File: config.mk
export PLATFORM = sky130hd
export DESIGN_NAME = one_hot_encoder_pipe
export DESIGN_NICKNAME = d
export VERILOG_FILES = /design/src/rtl/one_hot_encoder_pipe.sv
export SDC_FILE = /design/constraint.sdc
export NUM_CORES = 1
export LEC_CHECK = 0
export BUFFER_PORTS_ARGS = -buffer_cell sky130_fd_sc_hd__clkbuf_2
export CORE_MARGIN = 5
export CORE_UTILIZATION = 47
export CTS_CLUSTER_SIZE = 20
export DETAILED_ROUTE_END_ITERATION = 16
export PLACE_DENSITY = 0.75
export SYNTH_ARGS = -nofsm -noshare
export SYNTH_HDL_FRONTEND = slang
export SYNTH_SLANG_ARGS = --single-unit
File: constraint.sdc
create_clock -name clk -period 2 [get_ports clk]
set_input_delay 0.2 -clock clk [delete_from_list [all_inputs] [get_ports clk]]
set_output_delay 0.2 -clock clk [all_outputs]
set_load 0.05 [all_outputs]
File: src/rtl/one_hot_encoder_pipe.sv
// one_hot_encoder_pipe: registered one-hot to binary encoder on a valid/ready stream with saturating error count.
// Optional ONE_HOT_ENC_SKID_EN adds a one-entry skid buffer so in_ready is registered.
module one_hot_encoder_pipe #(
  parameter int ONE_HOT_WIDTH = 4,
  parameter int BINARY_WIDTH  = $clog2(ONE_HOT_WIDTH),
  parameter int ERR_CNT_WIDTH = 8
) (
  input  logic                     clk,
  input  logic                     rst,
  input  logic                     in_valid,
  output logic                     in_ready,
  input  logic [ONE_HOT_WIDTH-1:0] one_hot_in,
  output logic                     out_valid,
  input  logic                     out_ready,
  output logic [BINARY_WIDTH-1:0]  binary_out,
  output logic                     out_error,
  output logic [ERR_CNT_WIDTH-1:0] err_count,
  input  logic                     err_clr
);
  logic [BINARY_WIDTH-1:0] enc_bin;
  logic                    enc_err;
  logic                    acc;
  always_comb begin
    enc_bin = '0;
    for (int i = ONE_HOT_WIDTH - 1; i >= 0; i--)
      if (one_hot_in[i]) enc_bin = BINARY_WIDTH'(i);
    enc_err = (one_hot_in == '0) || ((one_hot_in & (one_hot_in - ONE_HOT_WIDTH'(1))) != '0);
  end
  assign acc = in_valid && in_ready;
  always_ff @(posedge clk or posedge rst)
    if (rst) err_count <= '0;
    else if (err_clr) err_count <= '0;
    else if (acc && enc_err && err_count != '1) err_count <= err_count + 1'b1;
`ifdef ONE_HOT_ENC_SKID_EN
  logic                    skid_valid;
  logic [BINARY_WIDTH-1:0] skid_bin;
  logic                    skid_err;
  logic                    out_free;
  assign out_free = !out_valid || out_ready;
  assign in_ready = !skid_valid;
  // skid contents drain ahead of any new input so ordering is preserved
  always_ff @(posedge clk or posedge rst)
    if (rst) begin
      out_valid  <= 1'b0;
      binary_out <= '0;
      out_error  <= 1'b0;
      skid_valid <= 1'b0;
      skid_bin   <= '0;
      skid_err   <= 1'b0;
    end else if (out_free) begin
      out_valid  <= skid_valid || acc;
      binary_out <= skid_valid ? skid_bin : acc ? enc_bin : '0;
      out_error  <= skid_valid ? skid_err : acc && enc_err;
      skid_valid <= 1'b0;
    end else if (acc) begin
      skid_valid <= 1'b1;
      skid_bin   <= enc_bin;
      skid_err   <= enc_err;
    end
`else
  assign in_ready = !out_valid || out_ready;
  always_ff @(posedge clk or posedge rst)
    if (rst) begin
      out_valid  <= 1'b0;
      binary_out <= '0;
      out_error  <= 1'b0;
    end else if (acc) begin
      out_valid  <= 1'b1;
      binary_out <= enc_bin;
      out_error  <= enc_err;
    end else if (out_ready) begin
      out_valid  <= 1'b0;
      binary_out <= '0;
      out_error  <= 1'b0;
    end
`endif
endmodule

# [Word level (Yosys, flattened, before mapping)]
# Cells that the tools add are included.
[totals] regBits=12 input_bits=9 out_inout_bits=13 word_cells=29
[op_classes] addsub=2 eq_ne=1 muxes=11 bitwise=1 reduce_logical=10
[ops] op="8-bit 2-to-1 mux" n=2
[ops] op="2-bit 2-to-1 mux" n=6
[ops] op="8-bit by 1-bit adder with 8-bit output, second input constant" n=1
[ops] op="8-bit inequality test, second input constant" n=1
[ops] op="4-bit AND" n=1
[ops] op="4-bit zero test" n=1
[ops] op="2-bit nonzero test" n=2
[ops] op="4-bit nonzero test" n=1
[ops] op="4-bit by 1-bit subtractor with 4-bit output, second input constant" n=1
[ops] op="1-bit logical AND" n=3
[ops] op="1-bit 2-to-1 mux" n=3
[ops] op="1-bit logical OR" n=2
[ops] op="1-bit zero test" n=1

# [Longest topological paths before layout]
# Gate-level depths: netlist of the first run.
[depth] ltp_word=8 ltp_mapped=6 mapped_depth_nobuf=5

# [Worst setup path after synthesis of the first run]
# Ideal clock, no wire load.
[synth_timing] kind="register to register" start="register out_valid" end="register err_count[5]" setup_ns=0.128 arrival_time_ns=2.080 required_time_ns=1.872 setup_slack_ns=-0.208 stages_incl_launch_ff=6 path_buffers=1 synth_period_minus_slack_ns=2.208 path_cell_list="dfrtp_1 nand2b_1 o211ai_1 buf_2 nor4_1 mux2_1"
[synth_between] elab_chain_cells=6
[synth_lines] element="start: declaration" line="13" text="output logic out_valid,"
[synth_lines] element="start signal: assignment" line="64" text="out_valid <= 1'b0;"
[synth_lines] element="start signal: assignment" line="68" text="out_valid <= 1'b1;"
[synth_lines] element="start signal: assignment" line="72" text="out_valid <= 1'b0;"
[synth_lines] element="1-bit zero test" line="61" text="assign in_ready = !out_valid || out_ready;"
[synth_lines] element="1-bit logical OR" line="61"
[synth_lines] element="net in_ready" line="11" text="output logic in_ready,"
[synth_lines] element="1-bit logical AND" line="29" text="assign acc = in_valid && in_ready;"
[synth_lines] element="1-bit logical AND (2 in series)" line="33" text="else if (acc && enc_err && err_count != '1) err_count <= err_count + 1'b1;"
[synth_lines] element="2-bit nonzero test (no source line)"
[synth_lines] element="end signal: assignment" line="33"
[synth_lines] element="end: declaration" line="17" text="output logic [ERR_CNT_WIDTH-1:0] err_count,"
# The timed path passes the listed nets, and every way through them passes these cells.
# A chain may end at the register's enable or synchronous reset.

# [Worst setup path after layout of the first run]
[layout_timing] start="register err_count[0]" end="register err_count[1]"
[layout_between] elab_chain_cells=3 word_cells_on_any_way=6 cone_classes="1 x add/sub; 1 x eq/ne; 2 x mux; 2 x reduce/logical"
[layout_lines] element="8-bit by 1-bit adder with 8-bit output or 8-bit inequality test (tied branches)" line="33"
[layout_lines] element="8-bit 2-to-1 mux or 1-bit logical AND (tied branches)" line="33"
[layout_lines] element="8-bit 2-to-1 mux or 2-bit nonzero test (tied branches)"
# Parallel ways exist; a longest one is shown, timed or not. The select of a mux whose other input is x is not followed.

==> metrics.txt, run 1 <==
Die H 47.9 um; die area 0.00229 mm^2; yosys warns 0; Detail Placement HPWL 1080 um; Num CTS Buffers 3; outcome finished clean; most frequent cells in the layout 21 x clkbuf_2, 10 x dfrtp_1, 5 x nor2_1, 5 x o31ai_1, 5 x a21oi_1; clock net sink count 12; final slew viol count 0; Worst setup SP type flop; Crit Path Class flop to flop; Synth area leaders dfrtp_1 45%, o31ai_1 5.6%, or4_1 4.5%; Ant. Diodes 0; Nets 109; Vias/cell 5.89; area occupied by multi-input gates 349 um^2; Overflow after GRT 0; Final period util 94.1%; post-synthesis cell area 674 um^2; Skew-Pair Late Insertion Delay 0.27 ns; P_leak 0.396 nW; Area Growth Syn to Fin 26.0%; compound-gate portion of the synthesized area 17.3%; cell area after layout 850 um^2; CP Data Required Time 2.17 ns; Critical Path AT 2.05 ns; leading area contributor after synthesis dfrtp_1; WL final 1500 um; die width 47.9 um; grt met3 use 4.14%; min-delay src in_valid; CTS Buffer Depth 2; Core ar. 0.00133 mm^2; adder-cell share of the synthesized area 1.86%; main combinational cell family by area after synthesis simple AND/OR/NAND/NOR gates; unique cell type count in the Yosys netlist 29; clk slew on worst S/H paths 0.08 ns; most common cell after layout, fill and taps aside clkbuf_2; Final ANT Viol Nets 0; Buf/Inv on CP 1; port bufs 21; vias 660; critical path launch point err_count[0]$_DFFE_PP0P_; Top Ports 22; PwrDens 614 mW/mm^2; drt pass-1 iters 4; FMAX 0.531 GHz; clock root cell clkbuf_4; global-route wire length before repair 2430 um; CP max stage cell o211ai_1; Tot GR Track Use 15.0%; H-tree Lvls 1; routing usage on met1 19.5%; mux share of post-synthesis cell area 3.34%; Yosys reg bits 12; Worst path max stage delay 0.56 ns; starting density of the core 50.6%; sequential share of the synthesized area 44.5%; Slew HR 55.8%; Clock Skew 0.00136 ns; share of cells above drive strength 1 32.0%; DRT iter0 DRCs 23; cell family with most CP delay compound AO/OA/AOI/OAI gates; Post-synth EDFFs 0; Synth top area share 44.5%; reg-to-reg startpoint err_count[0]$_DFFE_PP0P_; minimum clock period 1.88 ns; Tot Pwr 0.522 mW; TritonCTS clock tree built; async set or reset register ratio after synthesis 100%; Post-Synth XOR/XNOR Area 1.30%; WHS 0.149 ns; Final GP Congestion 0.781; CP Capture Type flop; met2 Use GR 23.2%; Post-DP Area 802 um^2; Crit Path Max Fanout 10; FF+latch area 303 um^2; DR WL/cell 13.4 um; # fillers 113; initial antenna violation count 0; # rows 13; synthesized net count 81; Worst Tran Pin Value 0.660 ns; Most used DFF post-synth dfrtp_1; residual DRC count 0; largest net degree at the start of global routing 16; Peak VDD IR 295 uV; CP Cell Sequence ha_1 -> nand3_1 -> o211ai_1 -> buf_4 -> nor3_1 -> o21ba_1; vias in the first global route 571; final setup fails 0; Final Hold Vio Count 0; cell count after synthesis 71; HP Class primary input to flop; simple-gate share of the synthesized area 27.6%; Mapped Avg Cell Area 9.50 um^2; layer with the highest usage met2; max_cap viols 0
-- timing repair --
| item | 4_1_cts | 5_1_grt |
|---|---|---|
| endpoints found under the setup margin | 0 | 5 |
| hold buffers | 1 | 0 |
| resized for setup | 0 | 0 |
| setup buffers | 0 | 2 |
| endpoints found under the hold margin | 12 | 0 |
-- synth_stat cells (3+ instances only) --
cell and n:
a21oi_1 5, inv_1 3, o31ai_1 5, nor2_1 5, nand3b_1 3, nand3_1 4
dfrtp_1 12, nor2b_1 3, or4_1 4, nand2_1 3
-- where the power goes --
group	internal, mW	leakage [nW]	switching (mW)	total, mW
Clock	0.0697	0.0138	0.0820	0.152
Combinational	0.0331	0.224	0.0780	0.111
Sequential	0.252	0.158	0.00730	0.259
Total	0.354	0.396	0.167	0.522
-- worst reg2reg max path, stage by stage (launching register included) --
cell      delay (ns)
dfrtp_2         0.42
ha_1            0.22
nand3_1         0.09
o211ai_1        0.56
buf_4           0.25
nor3_1          0.05
o21ba_1         0.19
-- area by class of cell --
class,count,area share [%]
multi-input cells,53,41.1
flip-flops and latches,12,35.6
repair buffers,26,17.1
clock buffers,3,2.65
well taps,15,2.21
inverters,3,1.33
-- flip-flops by register name (all words and copies together), names as in the netlist --
signal,flops
err_count,8
binary_out,2
out_error,1
out_valid,1
-- metal layers --
metal / up-vias / routed length [um]
met5: - / 0
met4: 0 / 25
met3: 7 / 160
met2: 34 / 653
met1: 295 / 660
li1: 324 / -
-- logic make-up after synthesis --
| kind of cell | after synthesis |
|---|---|
| AND/OR/NAND/NOR | 32 |
| AO/OA/AOI/OAI | 17 |
| flip-flops | 12 |
| buffers and inverters | 6 |
| multiplexers | 2 |
| XOR/XNOR | 1 |
| adder cells (fa/ha/maj) | 1 |
-- stage by stage --
step           instances  setup TNS, ns  utilization [%]  setup WS (ns)
2_1_floorplan         71              0                -         0.0207
3_3_place_gp         106              0             60.1          0.226
3_5_place_dp         106              0             60.1          0.151
4_1_cts              110              0             62.6          0.141
5_1_grt              112        -0.0360             63.7        -0.0189
6_report             112              0             63.7          0.117
-- worst paths after layout --
kind | endpoint | slack, ns | cells past startpoint
worst max-delay path | err_count[1]$_DFFE_PP0P_ | 0.12 | 6
max in group asynchronous | err_count[1]$_DFFE_PP0P_ | 1.19 | 3
worst max register to register | err_count[1]$_DFFE_PP0P_ | 0.12 | 6
worst min register to register | out_error$_DFFE_PP0P_ | 0.51 | 2
min in group asynchronous | err_count[4]$_DFFE_PP0P_ | 0.46 | 3
worst min-delay path | out_valid$_DFFE_PP0P_ | 0.15 | 2
Note: power is estimated with default switching activity, not from simulation.
==> run 2, diff against run 1 <==
--- a/config.mk
+++ b/config.mk
@@ -7,10 +7,10 @@
 export LEC_CHECK = 0
 export BUFFER_PORTS_ARGS = -buffer_cell sky130_fd_sc_hd__clkbuf_2
 export CORE_MARGIN = 5
-export CORE_UTILIZATION = 47
+export CORE_UTILIZATION = 50
 export CTS_CLUSTER_SIZE = 20
 export DETAILED_ROUTE_END_ITERATION = 16
-export PLACE_DENSITY = 0.75
+export PLACE_DENSITY = 0.79
 export SYNTH_ARGS = -nofsm -noshare
 export SYNTH_HDL_FRONTEND = slang
 export SYNTH_SLANG_ARGS = --single-unit
==> constraint.sdc (replaced) <==
create_clock -name clk -period 2.34 [get_ports clk]
set_input_delay 0.234 -clock clk [delete_from_list [all_inputs] [get_ports clk]]
set_output_delay 0.234 -clock clk [all_outputs]
set_load 0.05 [all_outputs]
==> metrics.txt, run 2 (same netlist as run 1, synthesis figures left out) <==
most frequent cells in the layout 21 x clkbuf_2, 12 x dfrtp_1, 5 x nor2_1, 5 x o31ai_1, 5 x a21oi_1; reg2reg setup slack 0.29 ns (+0.18 ns); routed wl met2 744 um (+14%); Clock Skew 0.00699 ns (+0.00562 ns); Slew HR 41.0% (-15 points); Final period util 87.4% (-6.7 points); outcome finished clean; max_cap viols 0 (unchanged); PwrDens 576 mW/mm^2 (-6.2%); DR WL/cell 13.6 um (+1.7%); Overflow after GRT 0 (unchanged); reg-to-reg startpoint err_count[0]$_DFFE_PP0P_; H-tree Lvls 1 (unchanged); critical path launch point err_count[0]$_DFFE_PP0P_; largest net degree at the start of global routing 16 (unchanged); FMAX 0.489 GHz (-8.0%); Crit Path Class flop to flop; Ant. Diodes 0 (unchanged); Num CTS Buffers 3 (unchanged); Final GP Congestion 0.802 (+2.8%); share of cells above drive strength 1 26.6% (-5.4 points); clk slew on worst S/H paths 0.08 ns (about the same); RR Endpoint err_count[7]$_DFFE_PP0P_; Final ANT Viol Nets 0 (unchanged); setup total negative slack 0 ns (unchanged); Tot Pwr 0.477 mW (-8.5%); max reg flops 8 (unchanged); vias 633 (-4.1%); Largest regs err_count (8), binary_out (2); Net Sw Frac 30.3% (-1.8 points); Nets 105 (-3.7%); part of the power in the clock network 34.9% (+5.8 points); R2R cell count 5 (-1); Post-CTS Hold Buffers 1 (unchanged); final slew viol count 0 (unchanged); global-route wire length before repair 2420 um (-0.29%); most common cell after layout, fill and taps aside clkbuf_2; Crit Path Max Fanout 14 (+4); WL final 1490 um (-1.0%); HP Class primary input to flop; Final Hold Vio Count 0 (unchanged); post-CTS setup buffers 0 (unchanged); minimum clock period 2.05 ns (+0.163 ns); Internal 0.333 mW (-6.1%); vias in the first global route 575 (+0.70%); CP Capture Type flop; initial antenna violation count 0 (unchanged); Worst Tran Pin Value 0.881 ns (+0.221 ns); Die H 46.7 um (-2.4%); Top Ports 22 (unchanged); Flop pwr share 46.2% (-3.4 points); Peak VDD IR 300 uV (+1.7%); Comb power frac 18.8% (-2.5 points); Tot GR Track Use 15.3% (+0.33 points); Vias/cell 5.81 (-1.5%); die width 46.7 um (-2.4%); clock root cell clkbuf_4; final setup fails 0 (unchanged); drt pass-1 iters 4 (unchanged); Skew-Pair Late Insertion Delay 0.27 ns (about the same); # rows 13 (unchanged); CP Data Required Time 2.50 ns (+0.33 ns); CTS Buffer Depth 2 (unchanged); Worst setup SP type flop; TritonCTS clock tree built; Detail Placement HPWL 1130 um (+4.5%); DRT iter0 DRCs 9 (-61%); register bank with the most flops err_count; post-CTS sizing 0 (unchanged); port bufs 21 (unchanged); Critical Path AT 2.20 ns (+0.15 ns); RSZ-0062 raised after global routing no; P_leak 0.387 nW (-2.3%); Area Growth Syn to Fin 22.8%; starting density of the core 52.5% (+1.9 points); Critical path destination err_count[7]$_DFFE_PP0P_; DR WL met3 71 um (-56%); residual DRC count 0 (unchanged); Core ar. 0.00128 mm^2 (-3.7%); Psw 0.144 mW (-14%); DR top layer met4; clock net sink count 12 (unchanged); die area 0.00218 mm^2 (-4.8%); Post-Route M1 WL 658 um (-0.30%)
[run 2: cell count changes in the layout (fill, tap and decap cells not counted), sizes merged]
cell,before,now
buf,4,0
clkbuf,24,25
[run 2: how the worst min path moves through the flow]
stage                                end  depth (start not counted)     start
2_1_floorplan  binary_out[0]$_DFFE_PP0P_                          1       rst
3_3_place_gp    err_count[4]$_DFFE_PP0P_                          2       rst
3_5_place_dp       out_error$_DFFE_PP0P_                          2       rst
4_1_cts            out_valid$_DFFE_PP0P_                          2  in_valid
5_1_grt            out_valid$_DFFE_PP0P_                          2  in_valid
6_report           out_valid$_DFFE_PP0P_                          2  in_valid
[run 2: power groups by stage]
stage               logic (mW)  registers [mW]  clock network (mW)
finish                  0.0899           0.221               0.167
global route            0.0983           0.222               0.185
CTS                     0.0905           0.221               0.169
detailed placement      0.0890           0.225                   0
global placement        0.0877           0.224                   0
floorplan               0.0389           0.251                   0
[run 2: worst max-delay path, stage by stage, from the launching register on]
cell      delay [ns]
dfrtp_1         0.44
ha_1            0.23
nand3_1         0.09
o211ai_1        0.71
nor3_1          0.12
mux2_1          0.33
[run 2: routing by layer]
metal | GRT usage [%] | up-vias
met5 | 0 | -
met4 | 3.31 | 0
met3 | 3.52 | 2
met2 | 26.9 | 13
met1 | 19.1 | 304
li1 | - | 314
[run 2: layout make-up]
type | instances | area, um^2
fill | 114 | 457
multi-input combinational | 53 | 347
sequential | 12 | 300
timing repair buffer | 22 | 115
clock buffer | 4 | 36.3
tap | 15 | 18.8
inverter | 3 | 11.3
[run 2: through the flow]
step	util (%)	area [um^2]	hold WS, ns	worst slack, ns	cells
floorplan	-	674	0.0987	0.132	71
global placement	60.9	782	0.242	0.384	104
detailed placement	60.9	782	0.248	0.303	104
CTS	64.5	828	0.188	0.302	109
global route	64.5	828	0.196	0.0786	109
finish	64.5	828	0.188	0.294	109
==> run 3, diff against run 2 <==
--- a/config.mk
+++ b/config.mk
@@ -8,6 +8,7 @@
 export BUFFER_PORTS_ARGS = -buffer_cell sky130_fd_sc_hd__clkbuf_2
 export CORE_MARGIN = 5
 export CORE_UTILIZATION = 50
+export CTS_BUF_LIST = sky130_fd_sc_hd__clkbuf_16
 export CTS_CLUSTER_SIZE = 20
 export DETAILED_ROUTE_END_ITERATION = 16
 export PLACE_DENSITY = 0.79
==> metrics.txt, run 3 (same netlist as run 1, synthesis figures left out) <==
final setup fails 0 (unchanged); Clock Skew 0.00223 ns (-0.00476 ns); Crit Path Max Fanout 14 (unchanged); outcome finished, violations left; DR WL/cell 14.0 um (+2.5%); Core ar. 0.00128 mm^2 (unchanged); vias in the first global route 578 (+0.52%); minimum clock period 2.07 ns (+0.0201 ns); Post-CTS Hold Buffers 0 (-1); Worst Tran Pin Value 0.882 ns (+0.000873 ns); Skew-Pair Late Insertion Delay 0.24 ns (-0.03 ns); Worst setup SP type flop; global-route wire length before repair 2490 um (+2.9%); CTS Buffer Depth 2 (unchanged); clock net sink count 12 (unchanged); Crit Path Class flop to flop; CP Capture Type flop; HP Class primary input to asynchronous set/reset pin; Area Growth Syn to Fin 27.6%; CP Data Required Time 2.46 ns (-0.04 ns); most frequent cells in the layout 21 x clkbuf_2, 12 x dfrtp_1, 5 x nor2_1, 5 x o31ai_1, 5 x a21oi_1; Overflow after GRT 0 (unchanged); clk slew on worst S/H paths 0.04 ns (-0.04 ns); # rows 13 (unchanged); CP max stage cell o211ai_1; register bank with the most flops err_count; post-CTS setup buffers 0 (unchanged); Final ANT Viol Nets 0 (unchanged); Final GP Congestion 0.802 (unchanged); clock root cell clkbuf_16; WL final 1510 um (+1.5%); residual DRC count 0 (unchanged); Tot Pwr 0.618 mW (+30%); setup total negative slack 0 ns (unchanged); Detail Placement HPWL 1130 um (unchanged); post-CTS sizing 0 (unchanged); die area 0.00218 mm^2 (unchanged); vias 628 (-0.79%); Top Ports 22 (unchanged); RSZ-0062 raised after global routing no; failing checks hold timing; max reg flops 8 (unchanged); Final period util 88.3% (+0.86 points); FMAX 0.484 GHz (-0.97%); Slew HR 40.9% (-0.059 points); port bufs 21 (unchanged); Die H 46.7 um (unchanged); Num CTS Buffers 3 (unchanged); Largest regs err_count (8), binary_out (2); final slew viol count 0 (unchanged); drt pass-1 iters 4 (unchanged); share of cells above drive strength 1 25.8% (-0.79 points); Peak VDD IR 386 uV (+29%); Nets 104 (-0.95%); TritonCTS clock tree built; PwrDens 718 mW/mm^2 (+25%); largest net degree at the start of global routing 16 (unchanged); starting density of the core 52.5% (unchanged); WHS -0.0157 ns (-0.204 ns); Worst path max stage delay 0.71 ns (about the same); Vias/cell 5.81 (+0.13%); die width 46.7 um (unchanged); Ant. Diodes 0 (unchanged); Final Hold Vio Count 12 (+12); H-tree Lvls 1 (unchanged); max_cap viols 0 (unchanged); DRT iter0 DRCs 17 (+8); Critical Path AT 2.18 ns (-0.02 ns); Tot GR Track Use 15.9% (+0.54 points); P_leak 0.400 nW (+3.5%); most common cell after layout, fill and taps aside clkbuf_2; initial antenna violation count 0 (unchanged); CP Cell Sequence ha_1 -> nand3_1 -> o211ai_1 -> nor4_1 -> mux2_1
run 3: routing by layer:
| layer | track usage, % | wire, um | up-vias |
|---|---|---|---|
| met2 | 27.2 | 758 | 19 |
| met5 | 0 | 0 | - |
| met3 | 3.52 | 85 | 4 |
| met4 | 4.97 | 12 | 0 |
| met1 | 19.8 | 651 | 292 |
| li1 | - | - | 313 |
run 3: power breakdown:
| group | total, mW | internal [mW] | switching (mW) |
|---|---|---|---|
| Combinational | 0.0890 | 0.0226 | 0.0664 |
| Clock | 0.307 | 0.224 | 0.0827 |
| Sequential | 0.222 | 0.216 | 0.00622 |
run 3: path summary, 6_finish.rpt:
path / end / slack, ns / startpoint / cells after the start
min: out_error$_DFFE_PP0P_ / -0.02 / rst / 2
max: err_count[5]$_DFFE_PP0P_ / 0.27 / err_count[0]$_DFFE_PP0P_ / 5
min in group clk: out_valid$_DFFE_PP0P_ / 0.24 / in_valid / 2
min reg2reg: binary_out[1]$_DFFE_PP0P_ / 0.51 / binary_out[1]$_DFFE_PP0P_ / 2
max reg2reg: err_count[5]$_DFFE_PP0P_ / 0.27 / err_count[0]$_DFFE_PP0P_ / 5
max in group asynchronous: err_count[3]$_DFFE_PP0P_ / 2.04 / rst / 2
run 3: critical path, delay by kind of cell, from the launching register on:
family,cells,cell delay [ns]
multiplexers,1,0.34
AO/OA/AOI/OAI,1,0.71
AND/OR/NAND/NOR,2,0.22
flip-flops,1,0.43
adder cells (fa/ha/maj),1,0.24
run 3: through the flow:
stage	hold WS (ns)	cell area [um^2]	std cells	util, %	worst slack [ns]
after global routing	0.0459	861	108	67.0	0.0320
final	-0.0157	861	108	67.0	0.274
after global placement	0.242	782	104	60.9	0.384
after CTS	0.00289	861	108	67.0	0.277
after floorplan	0.0987	674	71	-	0.132
after detailed placement	0.248	782	104	60.9	0.303
run 3: area by class of cell:
cell class | count | area, um^2
clock buffer | 3 | 75.1
sequential | 12 | 300
timing repair buffer | 21 | 105
tap | 15 | 18.8
clock inverter | 1 | 3.75
fill | 110 | 424
inverter | 3 | 11.3
multi-input combinational | 53 | 347
